<file path="config.mk">
export PLATFORM = sky130hd
export DESIGN_NAME = pc_sequencer
export DESIGN_NICKNAME = d
export VERILOG_FILES = /design/src/rtl/pc_seq_pkg.sv /design/src/rtl/ret_stack.sv /design/src/rtl/pc_sequencer.sv
export SDC_FILE = /design/constraint.sdc
export NUM_CORES = 1
export LEC_CHECK = 0
export CORE_MARGIN = 5
export CORE_UTILIZATION = 40
export DETAILED_ROUTE_END_ITERATION = 8
export GPL_ROUTABILITY_DRIVEN = 0
export HOLD_SLACK_MARGIN = 0.03
export SETUP_SLACK_MARGIN = 0.15
export SLEW_MARGIN = 10
export SYNTH_ARGS = -nofsm -noshare
export SYNTH_HDL_FRONTEND = slang
export SYNTH_SLANG_ARGS = --single-unit
</file>
<file path="constraint.sdc">
create_clock -name Clk_i -period 3.2 [get_ports Clk_i]
set_input_delay 0.48 -clock Clk_i [delete_from_list [all_inputs] [get_ports Clk_i]]
set_output_delay 0.48 -clock Clk_i [all_outputs]
set_load 0.01 [all_outputs]
</file>
<file path="src/rtl/pc_seq_pkg.sv">
// ============================================================================
// Module      : pc_seq_pkg
// Description : Shared types and next-PC source encoding for pc_sequencer.
// Revision    : 1.0 - initial release
// ============================================================================
`default_nettype none

package pc_seq_pkg;

    typedef enum logic [1:0] {
        ST_IDLE = 2'd0,
        ST_RUN  = 2'd1,
        ST_DONE = 2'd2
    } run_state_t;

    // Next-PC source selected by the run-control priority chain
    localparam logic [2:0] SRC_HOLD   = 3'd0;
    localparam logic [2:0] SRC_START  = 3'd1;
    localparam logic [2:0] SRC_TARGET = 3'd2;
    localparam logic [2:0] SRC_INC    = 3'd3;
    localparam logic [2:0] SRC_BRANCH = 3'd4;
    localparam logic [2:0] SRC_POP    = 3'd5;

endpackage

`default_nettype wire

</file>
<file path="src/rtl/ret_stack.sv">
// ============================================================================
// Module      : ret_stack
// Description : Parametrised LIFO holding call return addresses.
// Revision    : 1.0 - initial release
// ============================================================================
`default_nettype none

module ret_stack #(
    parameter int PC_W        = 10,
    parameter int STACK_DEPTH = 4
) (
    input  logic            Clk_i,
    input  logic            Reset_i,
    input  logic            clear_i,
    input  logic            push_i,
    input  logic            pop_i,
    input  logic [PC_W-1:0] din_i,
    output logic [PC_W-1:0] dout_o,
    output logic            full_o,
    output logic            empty_o
);

    localparam int IDX_W = $clog2(STACK_DEPTH);
    localparam int PTR_W = IDX_W + 1;

    logic [PC_W-1:0]  mem_q [STACK_DEPTH];
    logic [PTR_W-1:0] ptr_q;
    logic [PTR_W-1:0] ptr_d;
    logic [PTR_W-1:0] w_ptr_m1;
    logic             w_do_push;

    assign full_o    = (ptr_q == PTR_W'(STACK_DEPTH));
    assign empty_o   = (ptr_q == '0);
    assign w_ptr_m1  = ptr_q - PTR_W'(1);
    assign dout_o    = mem_q[w_ptr_m1[IDX_W-1:0]];
    assign w_do_push = push_i && !full_o && !clear_i;

    always_comb begin
        ptr_d = ptr_q;
        if (clear_i) begin
            ptr_d = '0;
        end else if (push_i && !full_o) begin
            ptr_d = ptr_q + PTR_W'(1);
        end else if (pop_i && !empty_o) begin
            ptr_d = w_ptr_m1;
        end
    end

    always_ff @(posedge Clk_i) begin
        if (Reset_i) begin
            ptr_q <= '0;
        end else begin
            ptr_q <= ptr_d;
        end
    end

    // Entries need no reset: they are only read after being pushed
    always_ff @(posedge Clk_i) begin
        if (w_do_push) begin
            mem_q[ptr_q[IDX_W-1:0]] <= din_i;
        end
    end

endmodule

`default_nettype wire

</file>
<file path="src/rtl/pc_sequencer.sv">
// ============================================================================
// Module      : pc_sequencer
// Description : Program-counter sequencer with branch, call/return stack and
//               IDLE/RUN/DONE run control.
// Revision    : 1.0 - initial release
// ============================================================================
`default_nettype none

module pc_sequencer
    import pc_seq_pkg::*;
#(
    parameter int PC_W        = 10,
    parameter int STACK_DEPTH = 4,
    parameter int START_ADDR  = 0,
    parameter int REL_BRANCH  = 1
) (
    input  logic            Clk_i,
    input  logic            Reset_i,
    input  logic            Start_i,
    input  logic            Stall_i,
    input  logic            Halt_i,
    input  logic            Jump_i,
    input  logic            BOE_i,
    input  logic            IsEqual_i,
    input  logic            Call_i,
    input  logic            Ret_i,
    input  logic [PC_W-1:0] Target_i,
    output logic [PC_W-1:0] ProgCtr_o,
    output logic            Running_o,
    output logic            Done_o,
    output logic            StackErr_o
);

    run_state_t      state_q, state_d;
    logic [PC_W-1:0] pc_q, pc_d;
    logic            err_q, err_d;
    logic            running_q, running_d;
    logic            done_q, done_d;

    logic [2:0]      w_src;
    logic            w_push, w_pop, w_clear, w_err_set;
    logic            w_full, w_empty;
    logic [PC_W-1:0] w_top;

    ret_stack #(
        .PC_W        (PC_W),
        .STACK_DEPTH (STACK_DEPTH)
    ) u_ret_stack (
        .Clk_i   (Clk_i),
        .Reset_i (Reset_i),
        .clear_i (w_clear),
        .push_i  (w_push),
        .pop_i   (w_pop),
        .din_i   (pc_q + PC_W'(1)),
        .dout_o  (w_top),
        .full_o  (w_full),
        .empty_o (w_empty)
    );

    always_ff @(posedge Clk_i) begin
        if (Reset_i) begin
            state_q   <= ST_IDLE;
            pc_q      <= '0;
            err_q     <= 1'b0;
            running_q <= 1'b0;
            done_q    <= 1'b0;
        end else begin
            state_q   <= state_d;
            pc_q      <= pc_d;
            err_q     <= err_d;
            running_q <= running_d;
            done_q    <= done_d;
        end
    end

    always_comb begin
        state_d   = state_q;
        w_src     = SRC_HOLD;
        w_push    = 1'b0;
        w_pop     = 1'b0;
        w_clear   = 1'b0;
        w_err_set = 1'b0;
        case (state_q)
            ST_IDLE, ST_DONE: begin
                if (Start_i) begin
                    state_d = ST_RUN;
                    w_src   = SRC_START;
                    w_clear = 1'b1;
                end
            end
            ST_RUN: begin
                if (Start_i) begin
                    w_src   = SRC_START;
                    w_clear = 1'b1;
                end else if (Halt_i) begin
                    state_d = ST_DONE;
                end else if (Stall_i) begin
                    w_src = SRC_HOLD;
                end else if (Jump_i) begin
                    w_src = SRC_TARGET;
                end else if (Call_i) begin
                    // A call on a full stack still jumps; only the push is lost
                    w_src     = SRC_TARGET;
                    w_push    = !w_full;
                    w_err_set = w_full;
                end else if (Ret_i) begin
                    w_src     = w_empty ? SRC_INC : SRC_POP;
                    w_pop     = !w_empty;
                    w_err_set = w_empty;
                end else if (BOE_i && IsEqual_i) begin
                    w_src = SRC_BRANCH;
                end else begin
                    w_src = SRC_INC;
                end
            end
            default: begin
                state_d = ST_IDLE;
            end
        endcase
    end

    always_comb begin
        pc_d = pc_q;
        case (w_src)
            SRC_START:  pc_d = PC_W'(START_ADDR);
            SRC_TARGET: pc_d = Target_i;
            SRC_INC:    pc_d = pc_q + PC_W'(1);
            SRC_BRANCH: pc_d = (REL_BRANCH != 0) ? (pc_q + Target_i) : Target_i;
            SRC_POP:    pc_d = w_top;
            default:    pc_d = pc_q;
        endcase
        err_d     = err_q | w_err_set;
        running_d = (state_d == ST_RUN);
        done_d    = (state_d == ST_DONE);
    end

    assign ProgCtr_o  = pc_q;
    assign Running_o  = running_q;
    assign Done_o     = done_q;
    assign StackErr_o = err_q;

endmodule

`default_nettype wire

</file>
* Word level (Yosys, flattened, before mapping)
Memory sizes are Yosys's and may differ from the RTL's. Index checks and enable logic that the tools add are counted.
Word-level totals: bits in registers 18, memory bits (writable) 40, bits of input ports 20, output and inout bits 13, logic and storage cells 77, memories kept 1
Memories:
- u_ret_stack.mem_q | depth 4, width 10, rd ports 1, clocked after memory_dff 0, write ports 1, RTL line ret_stack.sv:26 | logic [PC_W-1:0] mem_q [STACK_DEPTH];
Operators by class: add/subtract/negate cells 4, eq/ne operators 10, muxes and demuxes 41, bitwise gates (word level) 1, reductions and logical operators 14
Operators with widths (number):
- $pmux W10 S5 | 1
- $mux W3 | 10
- $mux W1 | 25
- $add A10 B1 Y10 const B | 1
- $add A10 B10 Y10 | 1
- $eq A3 B3 Y1 const B | 3
- $eq A3 B2 Y1 const B | 2
- $mux W2 | 3
- $pmux W3 S2 | 1
- $reduce_bool A5 Y1 | 1
- $eq A2 B1 Y1 const B | 2
- $eq A2 B2 Y1 const B | 2
- $logic_and A1 B1 Y1 | 4
- $pmux W2 S2 | 1
- $reduce_or A2 Y1 | 2
- $add A3 B1 Y3 const B | 1
- $eq A3 B1 Y1 const B | 1
- $logic_not A1 Y1 | 3
- $logic_not A3 Y1 | 1
- $reduce_or A3 Y1 | 1
- $sub A3 B1 Y3 const B | 1
- $logic_not A2 Y1 | 1
- $reduce_bool A2 Y1 | 1
- $or A1 B1 Y1 | 1

* Logic depth before layout (Yosys ltp)
depth after elaboration 12, depth in mapped cells 9

* Cells and area by module
A second synthesis with hierarchy kept.
Second synthesis, totals: cell total of the unflattened synthesis 261, area, all modules 3198.1 um2
Modules (own cells, without submodules):
- ret_stack | times used 1, cells an instance 86, area an instance 1737.9 um2, seq. area each 1261.2 um2
- pc_sequencer | times used 1, cells an instance 175, area an instance 1460.2 um2, seq. area each 300.3 um2

* Least setup slack after synthesis
No wires, ideal clock.
path kind register to register, from reg u_ret_stack.ptr_q[0], to reg pc_q[8], in the netlist ProgCtr_o[8], library setup time 0.132 ns, arrival 2.053 ns, required time 3.068 ns, slack 1.015 ns, stages on the path, launching flop included 9, period minus slack after synthesis 2.185 ns, cell sequence dfxtp_1 -> buf_6 -> inv_1 -> ha_1 -> buf_2 -> mux4_2 -> a22o_1 -> a222oi_1 -> a21oi_1
Between the ends: longest elaborated chain between the ends 11, elaborated cells between the ends (all ways) 18, classes of those cells add/sub (1); eq/ne (5); mux (9); reduce/logical (2); memory (1)
RTL lines:
- from (decl) | RTL line ret_stack.sv:27 | logic [PTR_W-1:0] ptr_q;
- from (signal assigned) | RTL line ret_stack.sv:53 | ptr_q <= ptr_d;
- $logic_not A3 Y1 | RTL line ret_stack.sv:33 | assign empty_o = (ptr_q == '0);
- $mux W3 | RTL line pc_sequencer.sv:107 | w_src = w_empty ? SRC_INC : SRC_POP;
- $mux W3 | RTL line pc_sequencer.sv:106 | end else if (Ret_i) begin
- $mux W3 | RTL line pc_sequencer.sv:101 | end else if (Call_i) begin
- $mux W3 | RTL line pc_sequencer.sv:99 | end else if (Jump_i) begin
- $mux W3 | RTL line pc_sequencer.sv:97 | end else if (Stall_i) begin
- $mux W3 | RTL line pc_sequencer.sv:95 | end else if (Halt_i) begin
- $mux W3 | RTL line pc_sequencer.sv:92 | if (Start_i) begin
- $pmux W3 S2 | RTL line pc_sequencer.sv:83 | case (state_q)
- $eq A3 B3 Y1, or another cell as far along | RTL line pc_sequencer.sv:124 | case (w_src)
- $pmux W10 S5 / $reduce_bool A5 Y1 (equally long branches)
- to (signal assigned) | RTL line pc_sequencer.sv:69 | pc_q <= pc_d;
- to (decl) | RTL line pc_sequencer.sv:35 | logic [PC_W-1:0] pc_q, pc_d;
Parallel ways exist; a longest one is shown, timed or not. A chain may end at the register's enable or synchronous reset.

* Worst setup path after layout
from reg u_ret_stack.ptr_q[1], to reg pc_q[9], in the netlist ProgCtr_o[9]
Same word-level chain as after synthesis.

==> metrics list <==
- Number of gates resized after cts: 0
* Slew at the pin closest to its max-slew limit: ~0.73 ns
- The repair_antennas step left the layout with diodes totalling 0.
- The routed layout has ~2,300 vias.
- Number of buffers inserted to repair setup after CTS: 0
- After clock tree synthesis, the clock-pin slew on the worst setup and hold paths is ~0.070 ns.
* Worst path bufs/invs: 1
* Root Driver: sky130_fd_sc_hd__clkbuf_8
- Share of the synthesized area in the top cell type: 0.382
- After synthesis, the mean cell area works out to roughly 12 um^2.
- CTS tree: built
- Worst hold-check path type: reg2reg
- The clock net in this run drives a total of 58 sinks.
* Sum of routed wire length over all layers: 7100 um
* Site row count: 32
- The critical path is of the reg2reg type.
- Once detailed placement completed, the half-perimeter wirelength came to 5220 um.
- First element of the critical path: u_ret_stack.ptr_q[1]
* Initial antenna violation count: 0
* Dominant synthesized flop cell: sky130_fd_sc_hd__edfxtp_1
* Hold buffer count at cts: 0
- Setup slack on the worst reg-to-reg path comes out at between 0.8 and 0.9 ns.
- The worst register-to-register path ends at ProgCtr_o[9].
- For this design, the slowest cell found on the critical path is sky130_fd_sc_hd__ha_1.
- For this run, the total global-route usage over all layers was measured as 0.155.
- The final count of pins violating max slew was 0.
- Max VDD drop: 0.000233 V
- Overflow left after global routing: 0
- At the later pin of the worst-skew pair, clock insertion delay measures around 0.34 ns.
- Total power divided by cell area: ~430 nW/um^2
- Ys Warns: 0
- Setup repair after global routing left no endpoint under its margin.
- For this run, the detailed router's first-pass iteration total came to 4.
* First-pass GRT wire length: between 10,000 and 15,000 um
- Dividing the final minimum period by the clock period gives 0.749.
- Port-buffer cells: 32
- The die is 98.7 um tall.
* Max capacitance violation total: 0
- In the final design database the tool counted 335 nets.
- The die is 98.7 um wide.
- Reg2Reg Launch Point: u_ret_stack.ptr_q[1]
- Worst r2r path cells: 6
- At the worst endpoint, the required time is between 3 and 4 ns.
- The first routing iteration left 130 violations.
* Part of the Yosys area used for sequential elements: 0.496
* Detailed-route DRC error count: 0
- CTS HTree Levels: 3
- The number of clock buffers added by TritonCTS is 9.
- Worst slew margin relative to its limit: 0.507
* Crit path capture type: register
* Leakage power total: between 1 and 1.5 nW
- The flow ran to the end, and the final reports show no timing, DRC or antenna violations.
- After synthesis, the share of flip-flops with an asynchronous set or reset is 0.
- Number of nets in the synthesized netlist: around 300
- For this run, the share of the core covered by cells in the final layout is 0.491.
- On the critical path the largest part of the delay comes from adder cells.
- Pin count of the biggest net entering global routing: 17
- For this configuration, the core starts out at a cell density of 0.410.
- Setup violations remaining at the end of the flow were counted as 0.
- Critical Path Sink: ProgCtr_o[9]
* Cell type with the highest aggregate area in the netlist: sky130_fd_sc_hd__edfxtp_1
- The worst setup path is launched from a register.
* Worst Skew: a little under 0.008 ns
- After detailed routing, the average wire length per cell comes to around 17 um.
* Time the final worst path needs with I/O delays and setup: about 2.4 ns
* Crit. path cell count: 6
* Final antenna-violating net count: 0
- Number of unique standard cell types used by synthesis: 63
- Via count of the first global-routing pass: 2,224
- On the worst path, the slowest cell contributes a delay of 0.65 ns.
* Area grow syn2layout: 20.0%
- Combined area of all synthesized cells: ~3100 um^2
- Using the TritonRoute via totals, the vias-per-cell ratio works out to between 5 and 6.
- Synthesis inferred 58 register bits.
- Derived from the worst setup path, the maximum achievable clock frequency is around 420 MHz.
* Largest fanout on the critical path: 13
* Maximum count of clock buffers along a single path: 2
- For the worst setup path, the data arrival time is roughly 2.6 ns.
* Synth top area cells: sky130_fd_sc_hd__edfxtp_1, sky130_fd_sc_hd__dfxtp_1, sky130_fd_sc_hd__mux4_2, sky130_fd_sc_hd__ha_1, sky130_fd_sc_hd__a21oi_1
- Layout cells sized above 1: 0.128
- Synthesis produced about 260 cells.
- Cell-by-cell trace of the critical path: inv_1 > ha_1 > mux4_2 > and3_1 > o41ai_1 > o311ai_1
* Filler Cell Count: roughly 710
* Post-synth EDFFs: 40
* Top-level I/O count: 33
- The hold violation total from the final report came to 0.
- The die covers between 9000 and 10,000 um^2.
- Placeable core region: 7690 um^2
- Sum Neg Setup Slack: 0 ns
==> tightest hold or removal path: stages (launching register included) <==
cell and delay [ns]:
sky130_fd_sc_hd__dfxtp_1 0.32, sky130_fd_sc_hd__nor2_1 0.05, sky130_fd_sc_hd__nor2_1 0.07
==> power by group <==
part           switching (mW)  total (mW)  internal, mW
Sequential            0.00470       0.801         0.797
Combinational          0.0495      0.0977        0.0482
Clock                   0.301       0.736         0.435
==> synth_stat cells (5+ instances only) <==
cell type and instances:
sky130_fd_sc_hd__inv_1 13, sky130_fd_sc_hd__nand2_1 17, sky130_fd_sc_hd__nand3_1 10, sky130_fd_sc_hd__mux4_2 10
sky130_fd_sc_hd__and2_1 6, sky130_fd_sc_hd__or3_1 5, sky130_fd_sc_hd__nor2_1 13, sky130_fd_sc_hd__a21oi_1 15
sky130_fd_sc_hd__dfxtp_1 18, sky130_fd_sc_hd__o31ai_1 5, sky130_fd_sc_hd__xor2_1 7, sky130_fd_sc_hd__o21ai_0 5
sky130_fd_sc_hd__edfxtp_1 40, sky130_fd_sc_hd__a222oi_1 5, sky130_fd_sc_hd__ha_1 15
==> final cells by class <==
type                    count  area [um^2]  area share
repair buffers             33          328      0.0868
inverters                  13         48.8      0.0129
flip-flops and latches     58         1560       0.413
multi-input cells         184         1500       0.396
well taps                 102          128      0.0338
clock buffers               9          124      0.0328
clock inverters             7         91.3      0.0242
==> registers in the layout, summed over array words and instances (netlist names) <==
signal	flops
state_q	2
StackErr_o	1
u_ret_stack.mem_q	40
Done_o	1
u_ret_stack.ptr_q	3
Running_o	1
ProgCtr_o	10
==> cells by family (layout without fill, tap and decap cells) <==
logic type | after synthesis | in the layout | synth area share
buffers and inverters | 21 | 62 | 0.0286
AO/OA/AOI/OAI | 61 | 61 | 0.140
XOR/XNOR | 11 | 11 | 0.0306
adder cells (fa/ha/maj) | 16 | 16 | 0.0660
multiplexers | 12 | 12 | 0.0779
flip-flops | 58 | 58 | 0.496
AND/OR/NAND/NOR | 84 | 84 | 0.161
==> metal layers <==
metal  GRT usage  wire (um)  vias to the layer above
met5           0          0                        -
met4      0.0557        124                        0
met3      0.0460        375                        9
met2       0.237       3260                       52
met1       0.210       3340                     1092
li1            -          -                     1104
==> how the worst min path moves through the flow <==
stage,start,endpoint,slack [ns],depth (start not counted)
global route,StackErr_o,StackErr_o,0.52,2
CTS,StackErr_o,StackErr_o,0.48,2
global placement,StackErr_o,StackErr_o,0.46,2
detailed placement,StackErr_o,StackErr_o,0.47,2
finish,StackErr_o,StackErr_o,0.48,2
floorplan,state_q[1],Running_o,0.50,1
==> through the flow <==
stage               area [um^2]  instances  setup WS, ns  power (mW)  hold slack [ns]
global route               3780        406         0.582        1.71            0.520
finish                     3780        406         0.803        1.63            0.476
detailed placement         3560        390         0.612       0.915            0.468
global placement           3560        390         0.638       0.914            0.455
floorplan                  3150        263          1.01       0.867            0.501
CTS                        3780        406         0.798        1.66            0.483
==> placed cells by master (no fill, tap or decap), types with 3 or more instances in the layout <==
| master | count |
|---|---|
| sky130_fd_sc_hd__a211o_1 | 3 |
| sky130_fd_sc_hd__a211oi_1 | 3 |
| sky130_fd_sc_hd__a21oi_1 | 15 |
| sky130_fd_sc_hd__a222oi_1 | 5 |
| sky130_fd_sc_hd__a22o_1 | 3 |
| sky130_fd_sc_hd__a22oi_1 | 3 |
| sky130_fd_sc_hd__a31oi_1 | 4 |
| sky130_fd_sc_hd__and2_1 | 6 |
| sky130_fd_sc_hd__clkbuf_8 | 9 |
| sky130_fd_sc_hd__clkdlybuf4s50_1 | 32 |
| sky130_fd_sc_hd__dfxtp_1 | 18 |
| sky130_fd_sc_hd__edfxtp_1 | 40 |
| sky130_fd_sc_hd__ha_1 | 15 |
| sky130_fd_sc_hd__inv_1 | 13 |
| sky130_fd_sc_hd__mux4_2 | 10 |
| sky130_fd_sc_hd__nand2_1 | 17 |
| sky130_fd_sc_hd__nand3_1 | 10 |
| sky130_fd_sc_hd__nand4_1 | 3 |
| sky130_fd_sc_hd__nor2_1 | 13 |
| sky130_fd_sc_hd__nor2b_1 | 3 |
| sky130_fd_sc_hd__nor3_1 | 4 |
| sky130_fd_sc_hd__o21ai_0 | 5 |
| sky130_fd_sc_hd__o31ai_1 | 5 |
| sky130_fd_sc_hd__or3_1 | 5 |
| sky130_fd_sc_hd__xnor2_1 | 4 |
| sky130_fd_sc_hd__xor2_1 | 7 |
No activity file was read; power rests on OpenSTA's default activity.
